--- config.mk ---
export PLATFORM = sky130hd
export DESIGN_NAME = wb_fir_axi_bridge
export DESIGN_NICKNAME = d
export VERILOG_FILES = /design/src/rtl/wb_fir_axi_bridge.sv
export SDC_FILE = /design/constraint.sdc
export NUM_CORES = 1
export LEC_CHECK = 0
export BUFFER_PORTS_ARGS = -buffer_cell sky130_fd_sc_hd__buf_2
export CAP_MARGIN = 20
export CELL_PAD_IN_SITES_DETAIL_PLACEMENT = 1
export CELL_PAD_IN_SITES_GLOBAL_PLACEMENT = 1
export CORE_UTILIZATION = 30
export DETAILED_ROUTE_END_ITERATION = 10
export PLACE_DENSITY = 0.82
export SKIP_LAST_GASP = 1
export SLEW_MARGIN = 20
export SYNTH_ARGS = -nofsm -noshare
export SYNTH_HDL_FRONTEND = slang
export SYNTH_SLANG_ARGS = --single-unit
--- constraint.sdc ---
create_clock -name wb_clk_i -period 5.26 [get_ports wb_clk_i]
set_clock_uncertainty 0.15 [all_clocks]
set_input_delay 0.526 -clock wb_clk_i [delete_from_list [all_inputs] [get_ports wb_clk_i]]
set_output_delay 0.526 -clock wb_clk_i [all_outputs]
set_load 0.02 [all_outputs]
--- src/rtl/wb_fir_axi_bridge.sv ---
// rtl/wb_fir_axi_bridge.sv - Wishbone slave turning CPU accesses into FIR AXI-Lite transfers or AXI-Stream beats
module wb_fir_axi_bridge #(
    parameter logic [15:0] FIR_BASE = 16'h3000,
    parameter int          ADDR_W   = 12
) (
    input  logic              wb_clk_i,
    input  logic              wb_rst_i,
    input  logic              wbs_stb_i,
    input  logic              wbs_cyc_i,
    input  logic              wbs_we_i,
    input  logic [3:0]        wbs_sel_i,
    input  logic [31:0]       wbs_dat_i,
    input  logic [31:0]       wbs_adr_i,
    output logic              wbs_ack_o,
    output logic [31:0]       wbs_dat_o,
    output logic              awvalid,
    input  logic              awready,
    output logic [ADDR_W-1:0] awaddr,
    output logic              wvalid,
    input  logic              wready,
    output logic [31:0]       wdata,
    output logic              arvalid,
    input  logic              arready,
    output logic [ADDR_W-1:0] araddr,
    input  logic              rvalid,
    output logic              rready,
    input  logic [31:0]       rdata,
    output logic              ss_tvalid,
    input  logic              ss_tready,
    output logic [31:0]       ss_tdata,
    output logic              ss_tlast,
    input  logic              sm_tvalid,
    output logic              sm_tready,
    input  logic [31:0]       sm_tdata
);
    localparam logic [2:0] S_IDLE = 3'd0;
    localparam logic [2:0] S_LWR  = 3'd1;
    localparam logic [2:0] S_LRD  = 3'd2;
    localparam logic [2:0] S_SWR  = 3'd3;
    localparam logic [2:0] S_SRD  = 3'd4;
    localparam logic [2:0] S_ACK  = 3'd5;

    localparam logic [ADDR_W-1:0] OFF_X      = ADDR_W'(32'h080);
    localparam logic [ADDR_W-1:0] OFF_Y      = ADDR_W'(32'h084);
    localparam logic [ADDR_W-1:0] OFF_X_LAST = ADDR_W'(32'h088);

    logic              wb_act;
    logic              hit;
    logic [ADDR_W-1:0] off;
    logic              unused_ok;

    assign wb_act    = wbs_cyc_i & wbs_stb_i;
    assign hit       = wb_act & (wbs_adr_i[31:16] == FIR_BASE);
    assign off       = wbs_adr_i[ADDR_W-1:0];
    assign unused_ok = ^{wbs_sel_i, wbs_adr_i[15:0]};

    logic [2:0]        state_q, state_d;
    logic              abort_q, abort_d;
    logic              awvalid_q, awvalid_d;
    logic              wvalid_q, wvalid_d;
    logic              arvalid_q, arvalid_d;
    logic              rready_q, rready_d;
    logic              ss_tvalid_q, ss_tvalid_d;
    logic              ss_tlast_q, ss_tlast_d;
    logic              sm_tready_q, sm_tready_d;
    logic              ack_q, ack_d;
    logic [31:0]       dat_q, dat_d;
    logic [ADDR_W-1:0] awaddr_q, awaddr_d;
    logic [31:0]       wdata_q, wdata_d;
    logic [ADDR_W-1:0] araddr_q, araddr_d;
    logic [31:0]       ss_tdata_q, ss_tdata_d;

    logic        abort_now;
    logic        done;
    logic [31:0] done_dat;
    logic        aw_left;
    logic        w_left;

    always_comb begin
        state_d     = state_q;
        abort_d     = abort_q;
        awvalid_d   = awvalid_q;
        wvalid_d    = wvalid_q;
        arvalid_d   = arvalid_q;
        rready_d    = rready_q;
        ss_tvalid_d = ss_tvalid_q;
        ss_tlast_d  = ss_tlast_q;
        sm_tready_d = sm_tready_q;
        awaddr_d    = awaddr_q;
        wdata_d     = wdata_q;
        araddr_d    = araddr_q;
        ss_tdata_d  = ss_tdata_q;
        ack_d       = 1'b0;
        dat_d       = 32'd0;
        done        = 1'b0;
        done_dat    = 32'd0;
        aw_left     = 1'b0;
        w_left      = 1'b0;
        // A master that drops cyc/stb mid-transfer still lets started AXI handshakes finish.
        abort_now   = abort_q | ~wb_act;
        abort_d     = abort_now;

        case (state_q)
            S_IDLE: begin
                abort_d = 1'b0;
                if (hit) begin
                    if (off < OFF_X) begin
                        if (wbs_we_i) begin
                            state_d   = S_LWR;
                            awvalid_d = 1'b1;
                            wvalid_d  = 1'b1;
                            awaddr_d  = off;
                            wdata_d   = wbs_dat_i;
                        end else begin
                            state_d   = S_LRD;
                            arvalid_d = 1'b1;
                            rready_d  = 1'b1;
                            araddr_d  = off;
                        end
                    end else if (wbs_we_i && (off == OFF_X || off == OFF_X_LAST)) begin
                        state_d     = S_SWR;
                        ss_tvalid_d = 1'b1;
                        ss_tdata_d  = wbs_dat_i;
                        ss_tlast_d  = (off == OFF_X_LAST);
                    end else if (!wbs_we_i && off == OFF_Y) begin
                        state_d     = S_SRD;
                        sm_tready_d = 1'b1;
                    end else begin
                        state_d = S_ACK;
                        ack_d   = 1'b1;
                    end
                end
            end
            S_LWR: begin
                aw_left   = awvalid_q & ~awready;
                w_left    = wvalid_q & ~wready;
                awvalid_d = aw_left;
                wvalid_d  = w_left;
                done      = ~aw_left & ~w_left;
            end
            S_LRD: begin
                arvalid_d = arvalid_q & ~arready;
                if (rvalid && rready_q) begin
                    rready_d = 1'b0;
                    done     = 1'b1;
                    done_dat = rdata;
                end
            end
            S_SWR: begin
                if (ss_tready) begin
                    ss_tvalid_d = 1'b0;
                    done        = 1'b1;
                end
            end
            S_SRD: begin
                if (sm_tvalid) begin
                    sm_tready_d = 1'b0;
                    done        = 1'b1;
                    done_dat    = sm_tdata;
                end else if (abort_now) begin
                    sm_tready_d = 1'b0;
                    state_d     = S_IDLE;
                end
            end
            S_ACK: begin
                state_d = S_IDLE;
            end
            default: begin
                state_d = S_IDLE;
            end
        endcase

        if (done) begin
            if (abort_now) begin
                state_d = S_IDLE;
            end else begin
                state_d = S_ACK;
                ack_d   = 1'b1;
                dat_d   = done_dat;
            end
        end
    end

    always_ff @(posedge wb_clk_i or posedge wb_rst_i) begin
        if (wb_rst_i) begin
            state_q     <= S_IDLE;
            abort_q     <= 1'b0;
            awvalid_q   <= 1'b0;
            wvalid_q    <= 1'b0;
            arvalid_q   <= 1'b0;
            rready_q    <= 1'b0;
            ss_tvalid_q <= 1'b0;
            ss_tlast_q  <= 1'b0;
            sm_tready_q <= 1'b0;
            ack_q       <= 1'b0;
            dat_q       <= 32'd0;
            awaddr_q    <= '0;
            wdata_q     <= 32'd0;
            araddr_q    <= '0;
            ss_tdata_q  <= 32'd0;
        end else begin
            state_q     <= state_d;
            abort_q     <= abort_d;
            awvalid_q   <= awvalid_d;
            wvalid_q    <= wvalid_d;
            arvalid_q   <= arvalid_d;
            rready_q    <= rready_d;
            ss_tvalid_q <= ss_tvalid_d;
            ss_tlast_q  <= ss_tlast_d;
            sm_tready_q <= sm_tready_d;
            ack_q       <= ack_d;
            dat_q       <= dat_d;
            awaddr_q    <= awaddr_d;
            wdata_q     <= wdata_d;
            araddr_q    <= araddr_d;
            ss_tdata_q  <= ss_tdata_d;
        end
    end

    assign wbs_ack_o = ack_q;
    assign wbs_dat_o = dat_q;
    assign awvalid   = awvalid_q;
    assign awaddr    = awaddr_q;
    assign wvalid    = wvalid_q;
    assign wdata     = wdata_q;
    assign arvalid   = arvalid_q;
    assign araddr    = araddr_q;
    assign rready    = rready_q;
    assign ss_tvalid = ss_tvalid_q;
    assign ss_tdata  = ss_tdata_q;
    assign ss_tlast  = ss_tlast_q;
    assign sm_tready = sm_tready_q;

endmodule
==> results by group <==
Status
  • Status: finished, final reports clean

Critical path
  • Kind of start point of the critical path: input pin
  • Worst Setup End Kind: flop
  • Crit path cell chain: buf_2 > or4_4 > or4_4 > nor3b_4 > nand3_4 > mux2_2
  • CP Max Fanout: 33
  • Worst path top cell family by delay: simple AND/OR/NAND/NOR gates
  • Most frequent cell on the critical path: or4_4
  • Worst Path Arrival: 3030 ps
  • Max stage delay on crit path: 570 ps
  • R2R Setup Slk: 2520 ps
  • Critical path class: input pin to flop
  • Slowest-stage cell, CP: or4_4
  • Buf+Inv Stages, Crit Path: 1
  • Required @ worst endpoint: 5390 ps

Routing
  • Pre-antenna DRT Iters: 4
  • WL/cell: 16.53 µm
  • Vias per std cell: 4.689
  • Detailed Route WL: 16.14 mm
  • Drt drc: 0
  • Detailed-route via count: 4576
  • 1st-iter DRT viols: 179
  • Final ANT Viol Nets: 0

Clock tree
  • Post-CTS resize count: 0
  • Clock Tree Root: clkbuf_16
  • CTS tree: built
  • Clock buffer depth: 2
  • Clock buffer count from CTS: 17
  • Reg clk slew, reported paths: 60 ps
  • Setup Buffers After CTS: 0
  • Post-cts hold buffer count: 0
  • H-tree levels: 4
  • Clk Latency, worst-skew pair: 410 ps
  • Clock Sinks: 132

Finish
  • Nets: 881
  • Ratio of cells with drive above 1 in the final layout: 45.81%
  • Cell area after layout: 0.007385 mm²
  • Area Overhead vs Synth: 39.20%
  • Final Core Density: 42.69%
  • Commonest non-fill, non-tap cells in the layout: 262 x buf_2, 132 x dfrtp_1, 125 x nand2_1
  • Most common cell after layout, fill and taps aside: buf_2
  • # diodes: 0

Power
  • Switching share of total power: 25.05%
  • Leakage: 4.203 nW
  • Maximum vdd drop: 0.0002134 V
  • Sw power: 0.0006074 W
  • PD cells: 328.3 mW/mm²
  • Internal: 0.001817 W
  • Clock power share: 47.3%
  • Sequential share of power: 43.3%
  • Share of total power in combinational logic: 9.4%

Global route
  • Largest net degree at the start of global routing: 95
  • Initial antenna violation count: 0
  • Overflow left after global routing: 0
  • First-pass GRT wire length: 25.76 mm
  • Number of global-route vias before repair: 4938
  • GRT Overall Usage: 18.62%

Yosys
  • Asr flop ratio synth: 100.0%
  • Post-synthesis instance area: 0.005305 mm²
  • Register area share after synthesis: 62.26%
  • FF+latch count, synth: 132
  • Post-synth top area share: 62.26%
  • Mean Syn Cell Area: 11.10 µm²
  • Mapped Cells: 478
  • Yosys cell types: 39
  • Syn_nets: 621
  • Number of synthesized flops with an enable pin: 0
  • Synth area leaders: dfrtp_1 62%, nand2_1 8.8%, mux2_2 7.6%
  • Warnings, synthesis: 0
  • Commonest register cell after synthesis: dfrtp_1
  • Cell taking the most area after synthesis: dfrtp_1

Die
  • Core area: 0.01730 mm²
  • DIE AREA: 0.01822 mm²
  • Initial Util: 30.67%
  • Chip width: 135.0 µm
  • # rows: 48
  • Die Y: 135.0 µm
  • Ports: 271

Flow run
  • Max-Cap Viols: 0

STA
  • Max transition margin: 42.28%
  • RSZ-0062 raised after global routing: false
  • Fmax: 345.8 MHz
  • Pins over their slew limit: 0
  • # setup viols final: 0
  • Min Tclk post-route: 2892 ps
  • Setup TNS: 0 ps
  • Final worst path period share: 54.99%
  • Worst Tran Pin Value: 865.7 ps
  • Final count of hold timing violations: 0

Hold path
  • Type of the worst min-delay path: input pin to asynchronous set/reset pin

Placement
  • DP Wirelength: 11.93 mm
  • Global placer's final weighted congestion: 0.7319
  • Placed cell area: 0.006815 mm²
  • I/O Buffers: 262
per-stage QoR:
stage	total power (W)	hold WS, ps	setup WS, ps	instances
2_1_floorplan	0.001196	353.2	1058	478
3_5_place_dp	0.001300	299.8	1903	944
3_3_place_gp	0.001287	294.2	1938	943
6_report	0.002425	151.9	2368	976
5_1_grt	0.002530	133.2	2277	976
4_1_cts	0.002470	125.4	2352	976
Yosys cell counts, types with 2 or more instances:
cell	n
nand2_1	125
inv_1	5
mux2_4	4
nor3_1	4
and2_1	10
and3_1	2
dfrtp_1	132
a31oi_1	2
a211oi_1	2
o21ai_0	7
mux2_2	36
a22oi_1	32
nor4_1	6
nor4bb_1	2
clkbuf_1	20
or4_4	2
nor2b_1	4
buf_6	4
a21oi_1	8
nand3_1	5
nor3b_1	4
nor2_1	44
or3_1	2
sequential cells by signal (all words and copies together) (netlist names):
name and cells:
ss_tdata 32, wbs_dat_o 32, wdata 32, araddr 12, awaddr 12, state_q 3, abort_q 1, arvalid 1
awvalid 1, rready 1, sm_tready 1, ss_tlast 1, ss_tvalid 1, wbs_ack_o 1, wvalid 1
path summary, 6_finish.rpt:
check,cells past startpoint,start,end
worst max-delay path,6,wbs_adr_i[8],ss_tdata[16]
worst min-delay path,2,wb_rst_i,wdata[12]
worst max register to register,6,state_q[0],wbs_dat_o[16]
worst min register to register,2,wdata[29],wdata[29]
max in group asynchronous,3,wb_rst_i,ss_tdata[16]
min in group wb_clk_i,2,wready,wvalid
metal layers:
metal / track usage [%] / vias to the layer above / share of wire (%)
li1: - / 2134 / -
met1: 21.62 / 2265 / 41
met2: 32.96 / 159 / 52
met3: 4.805 / 18 / 5.2
met4: 6.742 / 0 / 1.5
met5: 0 / - / 0
kinds of logic after synthesis:
| kind of cell | after synthesis | synth area share, % |
|---|---|---|
| compound gates | 57 | 7.382 |
| flops | 132 | 62.26 |
| simple gates | 218 | 18.61 |
| buf+inv | 31 | 2.971 |
| mux | 40 | 8.774 |
power by group through the flow:
| stage | clock network [W] | registers (W) | logic [W] |
|---|---|---|---|
| after floorplan | 0 | 0.00106 | 0.000136 |
| after global placement | 0 | 0.00107 | 0.000220 |
| after detailed placement | 0 | 0.00107 | 0.000232 |
| after CTS | 0.00119 | 0.00105 | 0.000233 |
| after global routing | 0.00122 | 0.00105 | 0.000257 |
| final | 0.00115 | 0.00105 | 0.000228 |
layout make-up:
type	instances	area (µm²)
fillers	2014	9912
flip-flops and latches	132	3303
multi-input cells	315	1851
repair buffers	267	1356
clock buffers	20	436.7
well taps	225	281.5
clock inverters	12	132.6
inverters	5	23.77
No activity file was read; power rests on OpenSTA's default activity.
